**src/rtl/in_port_pkg.sv**
```systemverilog
// Shared definitions for the IN-instruction input peripheral.
// Latency: n/a (types and constants only).
// Backpressure: n/a.
package in_port_pkg;

    // Width of the core data path that data_In feeds.
    localparam int WORD_W = 32;

    // FSM encoding. The values are fixed so that state dumps read the same
    // in every build.
    localparam logic [2:0] IDLE_ENC         = 3'd0;
    localparam logic [2:0] WAIT_RELEASE_ENC = 3'd1;
    localparam logic [2:0] WAIT_PRESS_ENC   = 3'd2;
    localparam logic [2:0] CAPTURE_ENC      = 3'd3;
    localparam logic [2:0] DONE_ENC         = 3'd4;

    typedef enum logic [2:0] {
        IDLE         = IDLE_ENC,
        WAIT_RELEASE = WAIT_RELEASE_ENC,
        WAIT_PRESS   = WAIT_PRESS_ENC,
        CAPTURE      = CAPTURE_ENC,
        DONE         = DONE_ENC
    } in_state_t;

    // True while the peripheral is waiting on the operator's button.
    function automatic logic is_waiting(input in_state_t st);
        return (st == WAIT_RELEASE) || (st == WAIT_PRESS);
    endfunction

endpackage

```
**src/rtl/in_debounce.sv**
```systemverilog
// Synchronises the raw confirm button and debounces it into a stable level.
// Latency: SYNC_STAGES cycles of synchronisation plus DEBOUNCE_CYCLES of stable level.
// Backpressure: none; this block runs freely every cycle regardless of the FSM.
//
// Ports:
//   clock       system clock, all state on posedge
//   flag_Reset  asynchronous active-low reset
//   button      raw, bouncy, asynchronous push button (active-high)
//   btn_db      debounced button level
module in_debounce #(
    parameter int SYNC_STAGES     = 2,
    parameter int DEBOUNCE_CYCLES = 500000
) (
    input  logic clock,
    input  logic flag_Reset,
    input  logic button,
    output logic btn_db
);

    // A one-cycle debounce still needs a 1-bit counter to keep the logic uniform.
    localparam int CNT_W = (DEBOUNCE_CYCLES > 1) ? $clog2(DEBOUNCE_CYCLES) : 1;
    localparam logic [CNT_W-1:0] CNT_LAST = CNT_W'(DEBOUNCE_CYCLES - 1);

    logic [SYNC_STAGES-1:0] btn_sync;
    logic                   btn_s;
    logic [CNT_W-1:0]       cnt;

    // Plain shift-register synchroniser; bit 0 is the metastability-exposed stage.
    always_ff @(posedge clock or negedge flag_Reset) begin
        if (!flag_Reset) begin
            btn_sync <= '0;
        end else begin
            btn_sync <= {btn_sync[SYNC_STAGES-2:0], button};
        end
    end

    assign btn_s = btn_sync[SYNC_STAGES-1];

    // The counter measures how long btn_s has disagreed with the accepted
    // level. Any agreement restarts the measurement, so a bounce shorter than
    // DEBOUNCE_CYCLES never reaches btn_db.
    always_ff @(posedge clock or negedge flag_Reset) begin
        if (!flag_Reset) begin
            cnt    <= '0;
            btn_db <= 1'b0;
        end else if (btn_s == btn_db) begin
            cnt <= '0;
        end else if (cnt == CNT_LAST) begin
            btn_db <= btn_s;
            cnt    <= '0;
        end else begin
            cnt <= cnt + CNT_W'(1);
        end
    end

endmodule

```
**src/rtl/in_port.sv**
```systemverilog
// IN-instruction peripheral: stalls the core until the operator confirms, then captures the switches.
// Latency: 3 cycles plus the debounced-press time from flag_In to the in_Ready pulse.
// Backpressure: holds stall high while waiting; no capture happens until a fresh release+press.
//
// Ports:
//   clock           system clock, all state on posedge
//   flag_Reset      asynchronous active-low reset
//   flag_In         IN instruction in execute (level, held while stall=1)
//   sign_Extend     1: sign-extend switches, 0: zero-extend
//   switches        raw asynchronous board switches
//   confirm_Button  raw active-high push button
//   data_In         last captured value, extended to 32 bits
//   in_Ready        one-cycle pulse, data_In updated this cycle
//   stall           freezes PC / register write while an IN is pending
//   waiting_Led     lit while waiting on the operator
module in_port
    import in_port_pkg::*;
#(
    parameter int DATA_W          = 16,
    parameter int DEBOUNCE_CYCLES = 500000,
    parameter int SYNC_STAGES     = 2
) (
    input  logic              clock,
    input  logic              flag_Reset,
    input  logic              flag_In,
    input  logic              sign_Extend,
    input  logic [DATA_W-1:0] switches,
    input  logic              confirm_Button,
    output logic [WORD_W-1:0] data_In,
    output logic              in_Ready,
    output logic              stall,
    output logic              waiting_Led
);

    in_state_t         state;
    logic              btn_db;
    logic [DATA_W-1:0] sw_sync [SYNC_STAGES];
    logic [DATA_W-1:0] sw_s;
    logic [WORD_W-1:0] sw_ext;

    in_debounce #(
        .SYNC_STAGES     (SYNC_STAGES),
        .DEBOUNCE_CYCLES (DEBOUNCE_CYCLES)
    ) u_debounce (
        .clock      (clock),
        .flag_Reset (flag_Reset),
        .button     (confirm_Button),
        .btn_db     (btn_db)
    );

    // Switches are only synchronised, not debounced: the operator sets them
    // well before pressing confirm, so they are static when sampled.
    always_ff @(posedge clock or negedge flag_Reset) begin
        if (!flag_Reset) begin
            for (int i = 0; i < SYNC_STAGES; i++) begin
                sw_sync[i] <= '0;
            end
        end else begin
            sw_sync[0] <= switches;
            for (int i = 1; i < SYNC_STAGES; i++) begin
                sw_sync[i] <= sw_sync[i-1];
            end
        end
    end

    assign sw_s = sw_sync[SYNC_STAGES-1];

    // Word extension of the synchronised switches.
    generate
        if (DATA_W >= WORD_W) begin : g_full_width
            assign sw_ext = sw_s[WORD_W-1:0];
        end else begin : g_extend
            assign sw_ext = sign_Extend ? {{(WORD_W-DATA_W){sw_s[DATA_W-1]}}, sw_s}
                                        : {{(WORD_W-DATA_W){1'b0}}, sw_s};
        end
    endgenerate

    // Control FSM. in_Ready and data_In are both set on the edge that enters
    // DONE, so the core sees a fresh value in the same cycle stall drops.
    always_ff @(posedge clock or negedge flag_Reset) begin
        if (!flag_Reset) begin
            state    <= IDLE;
            data_In  <= '0;
            in_Ready <= 1'b0;
        end else begin
            in_Ready <= 1'b0;
            case (state)
                IDLE: begin
                    if (flag_In) begin
                        state <= WAIT_RELEASE;
                    end
                end
                // Require a released button first so that a button still held
                // from the previous IN cannot confirm this one.
                WAIT_RELEASE: begin
                    if (!flag_In) begin
                        state <= IDLE;
                    end else if (!btn_db) begin
                        state <= WAIT_PRESS;
                    end
                end
                WAIT_PRESS: begin
                    if (!flag_In) begin
                        state <= IDLE;
                    end else if (btn_db) begin
                        state <= CAPTURE;
                    end
                end
                CAPTURE: begin
                    data_In  <= sw_ext;
                    in_Ready <= 1'b1;
                    state    <= DONE;
                end
                DONE: begin
                    // A still-high flag_In here is the next IN; IDLE restarts it.
                    state <= IDLE;
                end
                default: begin
                    state <= IDLE;
                end
            endcase
        end
    end

    // Stall is combinational so the very first IN cycle already freezes the
    // core; it drops in DONE so the IN retires and writes data_In.
    assign stall = ((state == IDLE) && flag_In)
                 || (state == WAIT_RELEASE)
                 || (state == WAIT_PRESS)
                 || (state == CAPTURE);

    assign waiting_Led = is_waiting(state);

endmodule

```
**config.mk**
```make
export PLATFORM = sky130hd
export DESIGN_NAME = in_port
export DESIGN_NICKNAME = d
export VERILOG_FILES = /design/src/rtl/in_port_pkg.sv /design/src/rtl/in_debounce.sv /design/src/rtl/in_port.sv
export SDC_FILE = /design/constraint.sdc
export NUM_CORES = 1
export LEC_CHECK = 0
export ABC_CLOCK_PERIOD_IN_PS = 1800
export BUFFER_PORTS_ARGS = -buffer_cell sky130_fd_sc_hd__buf_2
export CAP_MARGIN = 40
export CORE_ASPECT_RATIO = 1.4
export CORE_UTILIZATION = 40
export DETAILED_ROUTE_END_ITERATION = 12
export PLACE_DENSITY = 0.66
export SETUP_SLACK_MARGIN = 0.4
export SYNTH_ARGS = -nofsm -noshare
export SYNTH_HDL_FRONTEND = slang
export SYNTH_HIERARCHICAL = 1
export SYNTH_SLANG_ARGS = --single-unit
```
**constraint.sdc**
```tcl
create_clock -name clock -period 1.8 [get_ports clock]
set_input_delay 0.36 -clock clock [delete_from_list [all_inputs] [get_ports clock]]
set_output_delay 0.36 -clock clock [all_outputs]
set_load 0.02 [all_outputs]
```
# Yosys cells after proc, flatten, opt, wreduce, memory -nomap -nowiden
# Cells that the tools add are included.
# word_totals
reg_bits	90
input_bits	21
out_inout_bits	35
elab_cells	36
# classes
n_addsub	1
eq_ne	8
muxes	10
bitwise	1
reduce_logical	8
# op_table
op	n
$mux W19	2
$mux W32	1
$add A19 B1 Y19 const B	1
$eq A19 B19 Y1 const B	1
$mux W3	5
$pmux W3 S4	1
$eq A3 B2 Y1 const B	2
$logic_or A1 B1 Y1	4
$eq A3 B1 Y1 const B	1
$logic_not A3 Y1	1
$ne A3 B2 Y1 const B	1
$ne A3 B3 Y1 const B	1
$reduce_and A3 Y1	1
$ne A2 B2 Y1 const B	1
$reduce_and A2 Y1	1
$eq A1 B1 Y1	1
$logic_and A1 B1 Y1	1
$mux W1	1
$not A1 Y1	1

# Longest topological paths before layout
# logic_depth
ltp_word	5
mapped_depth	5
ltp_nobuf	5

# By module
# Netlist, hierarchy kept.
# modules_own_cells
mod	instances	cells_per_inst	area_per_inst_um2	seq_area_each_um2
in_port	1	103	1780.5	1326.3
in_debounce	1	105	1079.8	550.5

# Worst setup path after synthesis
# OpenSTA, ideal clock, no wires.
# synth_timing
path_type	reg-to-reg
start	reg u_debounce.cnt[0]
end	reg u_debounce.cnt[16]
setup_ns	0.078
arrival_time_ns	1.791
required_ns	1.722
slack_ns	-0.069
stages_incl_launch_ff	6
n_path_buf	0
path_cell_list	dfrtp_1 ha_1 nand4_4 or4_4 or3_1 a21oi_1
# synth_via
elab_chain_cells	3
# synth_rtl
element	line	rtl
from (decl)	in_debounce.sv:26	logic [CNT_W-1:0] cnt;
from (signal assigned)	in_debounce.sv:52	cnt <= cnt + CNT_W'(1);
$add A19 B1 Y19 / $eq A19 B19 Y1 (equally long branches)	in_debounce.sv:52, in_debounce.sv:48	
$mux W19 *	in_debounce.sv:48	end else if (cnt == CNT_LAST) begin
$mux W19 *	in_debounce.sv:46	end else if (btn_s == btn_db) begin
# Every way passes the cells marked *; elsewhere a longest branch is shown, timed or not.
# A chain may end at the register's enable or synchronous reset.

# Worst setup path in the final report
# layout_timing
start	reg u_debounce.cnt[0]
end	reg u_debounce.cnt[10]
# Same word-level chain as after synthesis.

==> impl_results.html <==
<table>
<tr><th>Metric</th><th>Value</th></tr>
<tr><th colspan="2">Critical path</th></tr>
<tr><td>Most used cell along the critical path</td><td>sky130_fd_sc_hd__buf_4</td></tr>
<tr><td>Worst endpoint data arrival time</td><td>1940 ps</td></tr>
<tr><td>Largest incremental delay on the critical path</td><td>400 ps</td></tr>
<tr><td>Cell type of the slowest stage on the worst timing path</td><td>sky130_fd_sc_hd__dfrtp_1</td></tr>
<tr><td>Crit path launch type</td><td>flip-flop</td></tr>
<tr><td>Crit end category</td><td>flip-flop</td></tr>
<tr><td>WP data required</td><td>2040 ps</td></tr>
<tr><td>Cells traversed along the worst timing path</td><td>ha_4 -&gt; nand4_4 -&gt; buf_4 -&gt; buf_4 -&gt; o41ai_4 -&gt; buf_6 -&gt; nor2_1</td></tr>
<tr><td>Setup Crit Path Kind</td><td>flip-flop to flip-flop</td></tr>
<tr><td>Worst Path Max Fanout</td><td>8</td></tr>
<tr><th colspan="2">Synth</th></tr>
<tr><td>Number of instances in the synthesized netlist</td><td>208</td></tr>
<tr><td>Most repeated cell in the gate-level netlist after synthesis</td><td>sky130_fd_sc_hd__dfrtp_1</td></tr>
<tr><td>Number of warning messages in the yosys log</td><td>6</td></tr>
<tr><td>Dominant cell type by area after synthesis</td><td>sky130_fd_sc_hd__dfrtp_1</td></tr>
<tr><td>Number of enable flip-flop cells after synthesis</td><td>0</td></tr>
<tr><td>Sequential element share of the synthesized area</td><td>65.62%</td></tr>
<tr><td>Share of the synthesized area in the top cell type</td><td>65.62%</td></tr>
<tr><td>Average cell area after synthesis</td><td>13.75 um^2</td></tr>
<tr><td>Yosys reg bits</td><td>75</td></tr>
<tr><td>Most common library cells after synthesis</td><td>sky130_fd_sc_hd__dfrtp_1 (75), sky130_fd_sc_hd__nor2_1 (20), sky130_fd_sc_hd__buf_4 (16)</td></tr>
<tr><td>Dominant register cell in the synthesized netlist</td><td>sky130_fd_sc_hd__dfrtp_1</td></tr>
<tr><td>Number of distinct standard cells referenced by the synthesized netlist</td><td>35</td></tr>
<tr><td>Synthesized net count</td><td>230</td></tr>
<tr><td>Combined area of all synthesized cells</td><td>2860 um^2</td></tr>
<tr><td>Leading cell types by total area after synthesis</td><td>sky130_fd_sc_hd__dfrtp_1 (66%), sky130_fd_sc_hd__buf_4 (4.2%), sky130_fd_sc_hd__xnor2_1 (4.0%)</td></tr>
<tr><td>Post-synthesis async set-or-reset flop share</td><td>100.0%</td></tr>
<tr><th colspan="2">Global routing</th></tr>
<tr><td>Wire length of the first global-routing pass</td><td>7.886 mm</td></tr>
<tr><td>Grt total ovfl</td><td>0</td></tr>
<tr><td>Overall global routing resource usage</td><td>14.51%</td></tr>
<tr><td>Number of antenna violations at the first check in global routing</td><td>0</td></tr>
<tr><td>Largest net degree at the start of global routing</td><td>31</td></tr>
<tr><td>Vias in the first global route</td><td>1692</td></tr>
<tr><th colspan="2">Job</th></tr>
<tr><td>Count of max-cap constraint violations</td><td>0</td></tr>
<tr><th colspan="2">Floorplanning</th></tr>
<tr><td>Number of placement rows</td><td>36</td></tr>
<tr><td>Die outline area</td><td>7497 um^2</td></tr>
<tr><td>Die Wd</td><td>73.47 um</td></tr>
<tr><td>Placeable core region</td><td>6937 um^2</td></tr>
<tr><td>Vertical die dimension</td><td>102.1 um</td></tr>
<tr><td>Starting utilization of the core area</td><td>41.23%</td></tr>
<tr><td>Io pins</td><td>56</td></tr>
<tr><th colspan="2">Route</th></tr>
<tr><td>Post-detailed-route via-to-cell ratio</td><td>4.596</td></tr>
<tr><td>Pre-Repair DR Iteration Count</td><td>4</td></tr>
<tr><td>Count of antenna-violating nets left after detailed routing</td><td>0</td></tr>
<tr><td>DR iter-0 viols</td><td>88</td></tr>
<tr><td>Number of vias in the routed layout</td><td>1765</td></tr>
<tr><td>Drt wl/cell</td><td>13.11 um</td></tr>
<tr><td>Drc violations</td><td>0</td></tr>
<tr><td>Total Routed Length</td><td>5.033 mm</td></tr>
<tr><th colspan="2">Timing</th></tr>
<tr><td>Final-layout setup total negative slack</td><td>0 ps</td></tr>
<tr><td>Number of failing hold endpoints at the final stage</td><td>0</td></tr>
<tr><td>Share of the clock period used by the worst path after layout</td><td>94.19%</td></tr>
<tr><td>Setup-violating endpoint count in the final report</td><td>0</td></tr>
<tr><td>Max-Slew Margin vs Limit</td><td>75.56%</td></tr>
<tr><td>Final period demand of the worst path</td><td>1695 ps</td></tr>
<tr><td>Unrepaired setup endpoints after global routing</td><td>true</td></tr>
<tr><td>Final hold slack</td><td>99.35 ps</td></tr>
<tr><td>Final number of max-transition violations</td><td>0</td></tr>
<tr><td>Slew @ Worst Pin</td><td>363.6 ps</td></tr>
<tr><td>Highest attainable clock frequency</td><td>589.8 MHz</td></tr>
<tr><td>Setup Skew</td><td>9.824 ps</td></tr>
<tr><th colspan="2">Status</th></tr>
<tr><td>Status</td><td>complete, no violations</td></tr>
<tr><th colspan="2">Clocking</th></tr>
<tr><td>Number of buffers created by CTS</td><td>9</td></tr>
<tr><td>Clk pin slew, worst setup/hold paths</td><td>90 ps</td></tr>
<tr><td>Latest clock arrival within the worst-skew pair</td><td>360 ps</td></tr>
<tr><td>TritonCTS clock tree</td><td>yes</td></tr>
<tr><td>Max Buffers Root-to-Sink</td><td>2</td></tr>
<tr><td>Library cell used as clock root buffer</td><td>sky130_fd_sc_hd__clkbuf_8</td></tr>
<tr><td>Total clock sinks</td><td>75</td></tr>
<tr><td>Total number of H-tree levels</td><td>3</td></tr>
<tr><th colspan="2">Finish</th></tr>
<tr><td>Number of fill cells</td><td>614</td></tr>
<tr><td>Antenna diode count</td><td>0</td></tr>
<tr><td>End-of-flow core utilization</td><td>54.74%</td></tr>
<tr><td>Share of final-layout standard cells stronger than drive strength 1</td><td>47.40%</td></tr>
<tr><td>Layout area overhead</td><td>32.76%</td></tr>
<tr><td>Final instance count without filler cells</td><td>384</td></tr>
<tr><td>Net count of the finished layout</td><td>306</td></tr>
<tr><th colspan="2">Pwr</th></tr>
<tr><td>Power density of the placed cells</td><td>1290 nW/um^2</td></tr>
<tr><td>Leakage component of the power</td><td>0.001804 uW</td></tr>
<tr><td>Worst IR Drop VDD</td><td>0.5401 mV</td></tr>
<tr><td>Tot Pwr</td><td>4900 uW</td></tr>
<tr><th colspan="2">Place</th></tr>
<tr><td>Placed cell count</td><td>352</td></tr>
<tr><td>HPWL Detailed</td><td>3.107 mm</td></tr>
<tr><td>Routability Congestion</td><td>0.7915</td></tr>
<tr><td>Count of port buffers added during placement</td><td>55</td></tr>
<tr><th colspan="2">Min path</th></tr>
<tr><td>Hold/Removal Path Class</td><td>input pin to flip-flop</td></tr>
</table>
-- cell type report --
type                            instances  area, um^2  area share, %
Timing Repair Buffer                   84       653.1          17.20
Tap cell                               95       118.9          3.130
Sequential cell                        75        1879          49.49
Clock buffer                            9       123.9          3.262
Multi-Input combinational cell        106       908.4          23.92
Clock inverter                          7       83.83          2.208
Inverter                                8       30.03         0.7908
-- power by group --
group,switching (uW),internal (uW)
registers,123,1930
logic,748,768
clock network,672,664
total,1540,3360
-- registers in the layout (all words and copies together), names as in the netlist --
signal / cells
u_debounce/btn_sync: 2
state: 3
sw_s: 16
sw_sync: 16
in_Ready: 1
u_debounce/btn_db: 1
data_In: 17
u_debounce/cnt: 19
-- worst max-delay path, delay by kind of cell, from the launching register on --
| kind | cells | cell delay (ps) |
|---|---|---|
| buffers and inverters | 3 | 530 |
| adder cells (fa/ha/maj) | 1 | 160 |
| flip-flops | 1 | 400 |
| AND/OR/NAND/NOR | 2 | 150 |
| AO/OA/AOI/OAI | 1 | 350 |
-- cells by family after synthesis --
logic type | count (synthesis) | synth area share [%]
buffers and inverters | 27 | 6.518
flip-flops | 75 | 65.62
AND/OR/NAND/NOR | 61 | 11.81
XOR/XNOR | 15 | 4.593
multiplexers | 19 | 8.312
adder cells (fa/ha/maj) | 1 | 0.4374
AO/OA/AOI/OAI | 10 | 2.712
-- routing by layer --
metal / part of all wire, % / GRT usage, % / wire length (um) / vias to the layer above
li1: - / - / - / 836
met1: 43 / 17.65 / 2175 / 879
met2: 50 / 21.88 / 2540 / 37
met3: 3.9 / 5.325 / 195 / 13
met4: 2.4 / 8.728 / 121 / 0
met5: 0 / 0 / 0 / -
-- path summary, 6_finish.rpt --
check	startpoint	to	slack, ps	cells past startpoint
max	u_debounce/cnt[0]	u_debounce/cnt[10]	100	7
min	switches[11]	sw_sync[27]	100	1
max reg2reg	u_debounce/cnt[0]	u_debounce/cnt[10]	100	7
min reg2reg	sw_sync[22]	sw_s[6]	350	0
max in group asynchronous	flag_Reset	u_debounce/cnt[8]	730	3
min in group asynchronous	flag_Reset	data_In[9]	460	2
-- stage by stage --
| step | area (um^2) | setup slack (ps) |
|---|---|---|
| 2_1_floorplan | 2877 | 64.72 |
| 3_3_place_gp | 3227 | 85.91 |
| 3_5_place_dp | 3227 | 45.03 |
| 4_1_cts | 3612 | 108.1 |
| 5_1_grt | 3797 | 2.347 |
| 6_report | 3797 | 104.7 |
-- cells in the final DEF (no fill, tap or decap), types with 3 or more instances in the layout --
cell and instances:
sky130_fd_sc_hd__buf_2 36, sky130_fd_sc_hd__clkbuf_8 9, sky130_fd_sc_hd__dfrtp_1 73, sky130_fd_sc_hd__nor2_2 3, sky130_fd_sc_hd__nor4_2 3, sky130_fd_sc_hd__buf_6 26
sky130_fd_sc_hd__a21oi_1 5, sky130_fd_sc_hd__nand4_1 4, sky130_fd_sc_hd__buf_4 20, sky130_fd_sc_hd__inv_1 8, sky130_fd_sc_hd__nor2_1 16, sky130_fd_sc_hd__nand2_1 6
sky130_fd_sc_hd__nand3_1 6, sky130_fd_sc_hd__xnor2_1 13, sky130_fd_sc_hd__mux2_4 16, sky130_fd_sc_hd__nor3_1 4
-- what timing repair did --
item	CTS	global route
endpoints found under the hold margin	27	0
hold buffers	1	0
endpoints found under the setup margin	37	48
gates cloned	0	2
resized for setup	28	45
pin swaps	2	3
buffers inserted	10	3
No activity file was read; power rests on OpenSTA's default activity.
